**config.mk**
```make
export PLATFORM = sky130hd
export DESIGN_NAME = alu_serial_seq
export DESIGN_NICKNAME = d
export VERILOG_FILES = /design/src/rtl/alu_serial_seq_pkg.sv /design/src/rtl/alu_serial_seq_bit_eval.sv /design/src/rtl/alu_serial_seq.sv
export SDC_FILE = /design/constraint.sdc
export NUM_CORES = 1
export LEC_CHECK = 0
export BUFFER_PORTS_ARGS = -buffer_cell sky130_fd_sc_hd__buf_4
export CORE_MARGIN = 5
export CORE_UTILIZATION = 40
export CTS_CLUSTER_DIAMETER = 60
export CTS_CLUSTER_SIZE = 8
export DETAILED_ROUTE_END_ITERATION = 12
export HOLD_SLACK_MARGIN = 0.06
export PLACE_DENSITY = 0.66
export SYNTH_ARGS = -nofsm -noshare
export SYNTH_HDL_FRONTEND = slang
export SYNTH_HIERARCHICAL = 1
export SYNTH_SLANG_ARGS = --single-unit
```
**constraint.sdc**
```tcl
create_clock -name clk -period 7.85 [get_ports clk]
set_input_delay 1.57 -clock clk [delete_from_list [all_inputs] [get_ports clk]]
set_output_delay 1.57 -clock clk [all_outputs]
set_load 0.01 [all_outputs]
```
**src/rtl/alu_serial_seq_pkg.sv**
```systemverilog
// Shared definitions for the bit-serial ALU sequencer: opcodes, FSM states
// and opcode classification helpers.
package alu_serial_seq_pkg;

  localparam logic [2:0] OP_ADD  = 3'd0;
  localparam logic [2:0] OP_SUB  = 3'd1;
  localparam logic [2:0] OP_XOR  = 3'd2;
  localparam logic [2:0] OP_SLT  = 3'd3;
  localparam logic [2:0] OP_AND  = 3'd4;
  localparam logic [2:0] OP_NAND = 3'd5;
  localparam logic [2:0] OP_NOR  = 3'd6;
  localparam logic [2:0] OP_OR   = 3'd7;

  typedef enum logic [1:0] {
    ST_IDLE = 2'd0,
    ST_RUN  = 2'd1,
    ST_DONE = 2'd2
  } state_t;

  // Ops that go through the adder path (and so produce overflow).
  function automatic logic is_arith(input logic [2:0] op);
    return (op == OP_ADD) || (op == OP_SUB) || (op == OP_SLT);
  endfunction

  // Ops that subtract: B is inverted and the carry chain seeded with 1.
  function automatic logic is_sub(input logic [2:0] op);
    return (op == OP_SUB) || (op == OP_SLT);
  endfunction

endpackage

```
**src/rtl/alu_serial_seq_bit_eval.sv**
```systemverilog
// One-bit ALU slice: full adder plus nand/nor/xor based logic functions,
// selected by op. Purely combinational; the sequencer owns all state.
module alu_bit_eval
  import alu_serial_seq_pkg::*;
(
  input  logic       a,
  input  logic       b,
  input  logic       cin,
  input  logic [2:0] op,
  output logic       res,
  output logic       cout
);

  logic bx, axb, nand_ab, nor_ab, sum;

  // Adder bit on (a, b^inv, cin) and per-op result select.
  always_comb begin
    bx      = b ^ is_sub(op);
    axb     = a ^ bx;
    nand_ab = ~(a & b);
    nor_ab  = ~(a | b);
    sum     = axb ^ cin;
    cout    = (a & bx) | (axb & cin);
    res     = sum;
    case (op)
      OP_XOR:  res = a ^ b;
      OP_AND:  res = ~nand_ab;
      OP_NAND: res = nand_ab;
      OP_NOR:  res = nor_ab;
      OP_OR:   res = ~nor_ab;
      default: res = sum;
    endcase
  end

endmodule

```
**src/rtl/alu_serial_seq.sv**
```systemverilog
// Bit-serial ALU sequencer: evaluates one bit per cycle, LSB first, carrying
// between bits in a flop. Optional abort input enabled by ALUSEQ_ABORT_EN.
module alu_serial_seq
  import alu_serial_seq_pkg::*;
#(
  parameter int WIDTH = 32,
  parameter int CNT_W = $clog2(WIDTH)
) (
  input  logic             clk,
  input  logic             reset_n,
  input  logic             start,
  input  logic [2:0]       op,
  input  logic [WIDTH-1:0] a,
  input  logic [WIDTH-1:0] b,
  output logic             ready,
  output logic             busy,
  output logic             done,
  output logic [WIDTH-1:0] result,
  output logic             carryout,
  output logic             overflow,
  output logic             zero
`ifdef ALUSEQ_ABORT_EN
  ,
  input  logic             abort
`endif
);

  state_t           state;
  logic [CNT_W-1:0] cnt;
  logic             carry;
  logic [WIDTH-1:0] a_q, b_q;
  logic [2:0]       op_q;
  // Holds the WIDTH-1 bits collected so far; the final bit goes straight
  // into the committed result, so no LSB slot is needed here.
  logic [WIDTH-2:0] sreg;
  logic [WIDTH-1:0] sreg_nxt;
  logic             bit_res, bit_cout, last_bit, ovf_bit, abort_req;

  alu_bit_eval u_bit (
    .a    (a_q[cnt]),
    .b    (b_q[cnt]),
    .cin  (carry),
    .op   (op_q),
    .res  (bit_res),
    .cout (bit_cout)
  );

`ifdef ALUSEQ_ABORT_EN
  assign abort_req = abort;
`else
  assign abort_req = 1'b0;
`endif

  assign zero = (result == '0);

  // Next shift-register image, last-bit detect and MSB overflow term.
  always_comb begin
    sreg_nxt = {bit_res, sreg};
    last_bit = (cnt == CNT_W'(WIDTH - 1));
    ovf_bit  = carry ^ bit_cout;
  end

  // Sequencer FSM with registered handshake, result and flags.
  always_ff @(posedge clk) begin
    if (!reset_n) begin
      state    <= ST_IDLE;
      cnt      <= '0;
      carry    <= 1'b0;
      result   <= '0;
      carryout <= 1'b0;
      overflow <= 1'b0;
      done     <= 1'b0;
      busy     <= 1'b0;
      ready    <= 1'b1;
    end else begin
      done <= 1'b0;
      case (state)
        ST_IDLE, ST_DONE: begin
          if (start) begin
            a_q   <= a;
            b_q   <= b;
            op_q  <= op;
            cnt   <= '0;
            carry <= is_sub(op);
            sreg  <= '0;
            state <= ST_RUN;
            ready <= 1'b0;
            busy  <= 1'b1;
          end else if (state == ST_DONE) begin
            state <= ST_IDLE;
          end
        end
        ST_RUN: begin
          if (abort_req) begin
            state <= ST_IDLE;
            ready <= 1'b1;
            busy  <= 1'b0;
          end else begin
            sreg  <= sreg_nxt[WIDTH-1:1];
            carry <= bit_cout;
            cnt   <= cnt + 1'b1;
            if (last_bit) begin
              state <= ST_DONE;
              ready <= 1'b1;
              busy  <= 1'b0;
              done  <= 1'b1;
              case (op_q)
                OP_SLT: begin
                  result   <= {{(WIDTH-1){1'b0}}, bit_res ^ ovf_bit};
                  carryout <= 1'b0;
                  overflow <= ovf_bit;
                end
                OP_ADD, OP_SUB: begin
                  result   <= sreg_nxt;
                  carryout <= bit_cout;
                  overflow <= ovf_bit;
                end
                default: begin
                  result   <= sreg_nxt;
                  carryout <= 1'b0;
                  overflow <= 1'b0;
                end
              endcase
            end
          end
        end
        default: begin
          state <= ST_IDLE;
          ready <= 1'b1;
          busy  <= 1'b0;
        end
      endcase
    end
  end

endmodule

```
==> results.toml <==
[sta]
whs_ps = 494
clock.fmax_mhz = 282
finalMaxSlewViolations = 0
tightest_slew_ps = 1050
setup_violations = 0
skew_ps = 18.3
fin_tns_setup_ps = 0
slew-limit-headroom_pct = 30.3
min_period_ps = 3540
hold_viol = 0
rsz0062_at_grt = "no"
fin_crit_sh_pct = 45.1
worst_slack_ps = 4310

[place]
gp_congestion = 0.729
dpl_cell_area_um2 = 6600
hpwl_um = 7740
io_buffer_count = 107
pre_cts_ws_ps = 4270
dpl.cell_count = 677

[routing]
routed_wirelength_um = 11500
routedWlPerCell_um = 16.2
ant_nets = 0
vias_per_cell = 5.02
dr.first_iter.drc_count = 273
drtPass1Iterations = 4
drc = 0
dr_total_vias = 3559

[critical_path]
path_delay_family = "flip-flops"
cp_num_buf_inv = 1
slowest_delay_ps = 1010
cp-end-kind = "register"
rrSetupSlack_ps = 4310
cp-start-kind = "register"
cp_common_cell = "mux2i_1"
cp-startpoint = "cnt[1]"
crit_chain = "mux2i_1 -> a22oi_1 -> and4b_1 -> a31oi_1 -> o311ai_1 -> xnor2_1 -> fa_1 -> inv_1 -> mux2i_1 -> mux2i_1 -> xnor2_1 -> nor2_1 -> a21oi_1 -> a21oi_1"
crit_arrival_ps = 3830
critical_path_class = "reg2reg"
r2r_start = "cnt[1]"
critPathSlowestCell = "dfxtp_2"
crit_fanout = 35
required_ps = 8140

[pwr]
power.density_nw_per_um2 = 239
total_leakage_power_nw = 2.67
peakVddDrop_mv = 0.179

[cts]
ctsHoldBuffers = 0
cts_resized = 0
insertion_delay_ps = 420
clockBufferDepth = 2
htreeDepth = 4
clkTransAtPathRegs_ps = 60
post-cts-setup-buffers = 0
cts_sinks = 143
cts_root_buf = "clkbuf_16"
cts_tree = "done"
cts_buffers = 17

[yosys]
synth_commonest_cells = "98 x edfxtp_1, 45 x dfxtp_1, 45 x nor2_1"
synthArstFlopShare_pct = 0
synth-main-ff-cell = "edfxtp_1"
synth_seq_cells = 143
syn_nets = 487
synth_cell_types = 42
netlist_instances = 412
synth_top_area_share_pct = 51.8
yosysTopAreaCell = "edfxtp_1"
ys_warn_count = 6
yosys-top-cells-area = "edfxtp_1 52%, dfxtp_1 16%, mux2i_1 6.3%, a22oi_1 4.6%, and2_1 3.6%"
yosysMostFrequentCell = "edfxtp_1"
synth_edf_count = 98
netlist_area_um2 = 5680
yosysSeqAreaShare_pct = 67.7
avgSynthCellArea_um2 = 13.8

[hold_path]
hold_class = "reg2reg"
min_from = "busy"

[cells_and_area]
fillers = 1195
syn2layout_area_growth_pct = 25.9
fin_area_um2 = 7150
instances_no_fill = 709
final_layout_size_suffix_gt1_share_pct = 29.3
multi_input_area_um2 = 1670
ff_latch_area_um2 = 3840
n_antenna_cell = 0
final_nets = 591

[global_routing]
grt_pass1_vias = 3630
grt_max_degree = 49
antenna_found_initial = 0
grt_use_total_pct = 14.2
grt_first_pass_wirelength_um = 18300
gr-total-overflow = 0

[floorplan]
die_h_um = 129
fp.coreArea_um2 = 13900
dieWidth_um = 129
start_util_pct = 40.9
rows = 43
ioPinCount = 108
fp.dieArea_um2 = 16700

[job]
drv_cap = 0

[run_status]
run_status = "completed"
## worst register-to-register path, cell delays in order (launching register included)
cell      delay [ps]
dfxtp_2         1010
mux2i_1          310
a22oi_1          110
and4b_1          230
a31oi_1          140
o311ai_1         180
xnor2_1          260
fa_1             440
inv_1             70
mux2i_1           70
mux2i_1          200
xnor2_1          140
nor2_1            50
a21oi_1          120
a21oi_1           90
## cell usage in the layout, fill, tap and decap left out, types with 9 or more instances in the layout
cell	netlist	routed
buf_4	2	110
edfxtp_1	98	98
nor2_1	45	44
dfxtp_1	45	44
mux2i_1	36	36
a22oi_1	35	35
and2_1	33	33
clkbuf_16	0	18
nand2_1	10	10
a22oi_2	10	10
a21oi_1	10	9
## sequential cells by signal, indices dropped and copies added (netlist names), 2 cells and up
register,cells
a_q,32
b_q,32
cnt,5
op_q,3
result,32
sreg,31
state,2
## through the flow
| stage | util (%) | total power [mW] |
|---|---|---|
| finish | 51.5 | 1.71 |
| detailed placement | 47.5 | 0.973 |
| CTS | 51.5 | 1.72 |
| floorplan | - | 0.926 |
| global placement | 47.5 | 0.969 |
| global route | 51.5 | 1.77 |
## layer usage
layer | global-route usage (%) | share of wire [%] | vias up
met5 | 0 | 0 | -
li1 | - | - | 1744
met3 | 4.74 | 7.3 | 16
met2 | 21.7 | 46 | 118
met1 | 18.6 | 45 | 1681
met4 | 6.36 | 1.5 | 0
## power breakdown
part	switching (mW)	internal, mW	leakage [nW]
Clock	0.284	0.469	0.274
Combinational	0.0545	0.0496	1.10
Sequential	0.0124	0.839	1.29
Total	0.351	1.36	2.67
## logic make-up (layout without fill, tap and decap cells)
group / after synthesis / count (layout) / share of synthesized area (%)
adders and majority gates: 5 / 5 / 1.23
and+or+nand+nor: 120 / 120 / 11.1
xor gates and xnor gates: 4 / 4 / 0.617
DFF: 143 / 143 / 67.7
muxes: 37 / 37 / 6.54
buffers and inverters: 34 / 151 / 3.39
AOI/OAI and AO/OA: 69 / 69 / 9.41
## worst paths after layout
path | end | cells after the start
setup / recovery | result[0] | 14
hold / removal | busy | 2
setup reg to reg | result[0] | 14
hold reg to reg | busy | 2
## layout make-up
cell class | count | share of cell area, %
clock buffer | 25 | 6.94
inverter | 9 | 0.472
tap | 180 | 3.15
sequential | 143 | 53.7
clock inverter | 7 | 0.874
multi-input combinational | 235 | 23.3
timing repair buffer | 110 | 11.5
No activity file was read; power rests on OpenSTA's default activity.
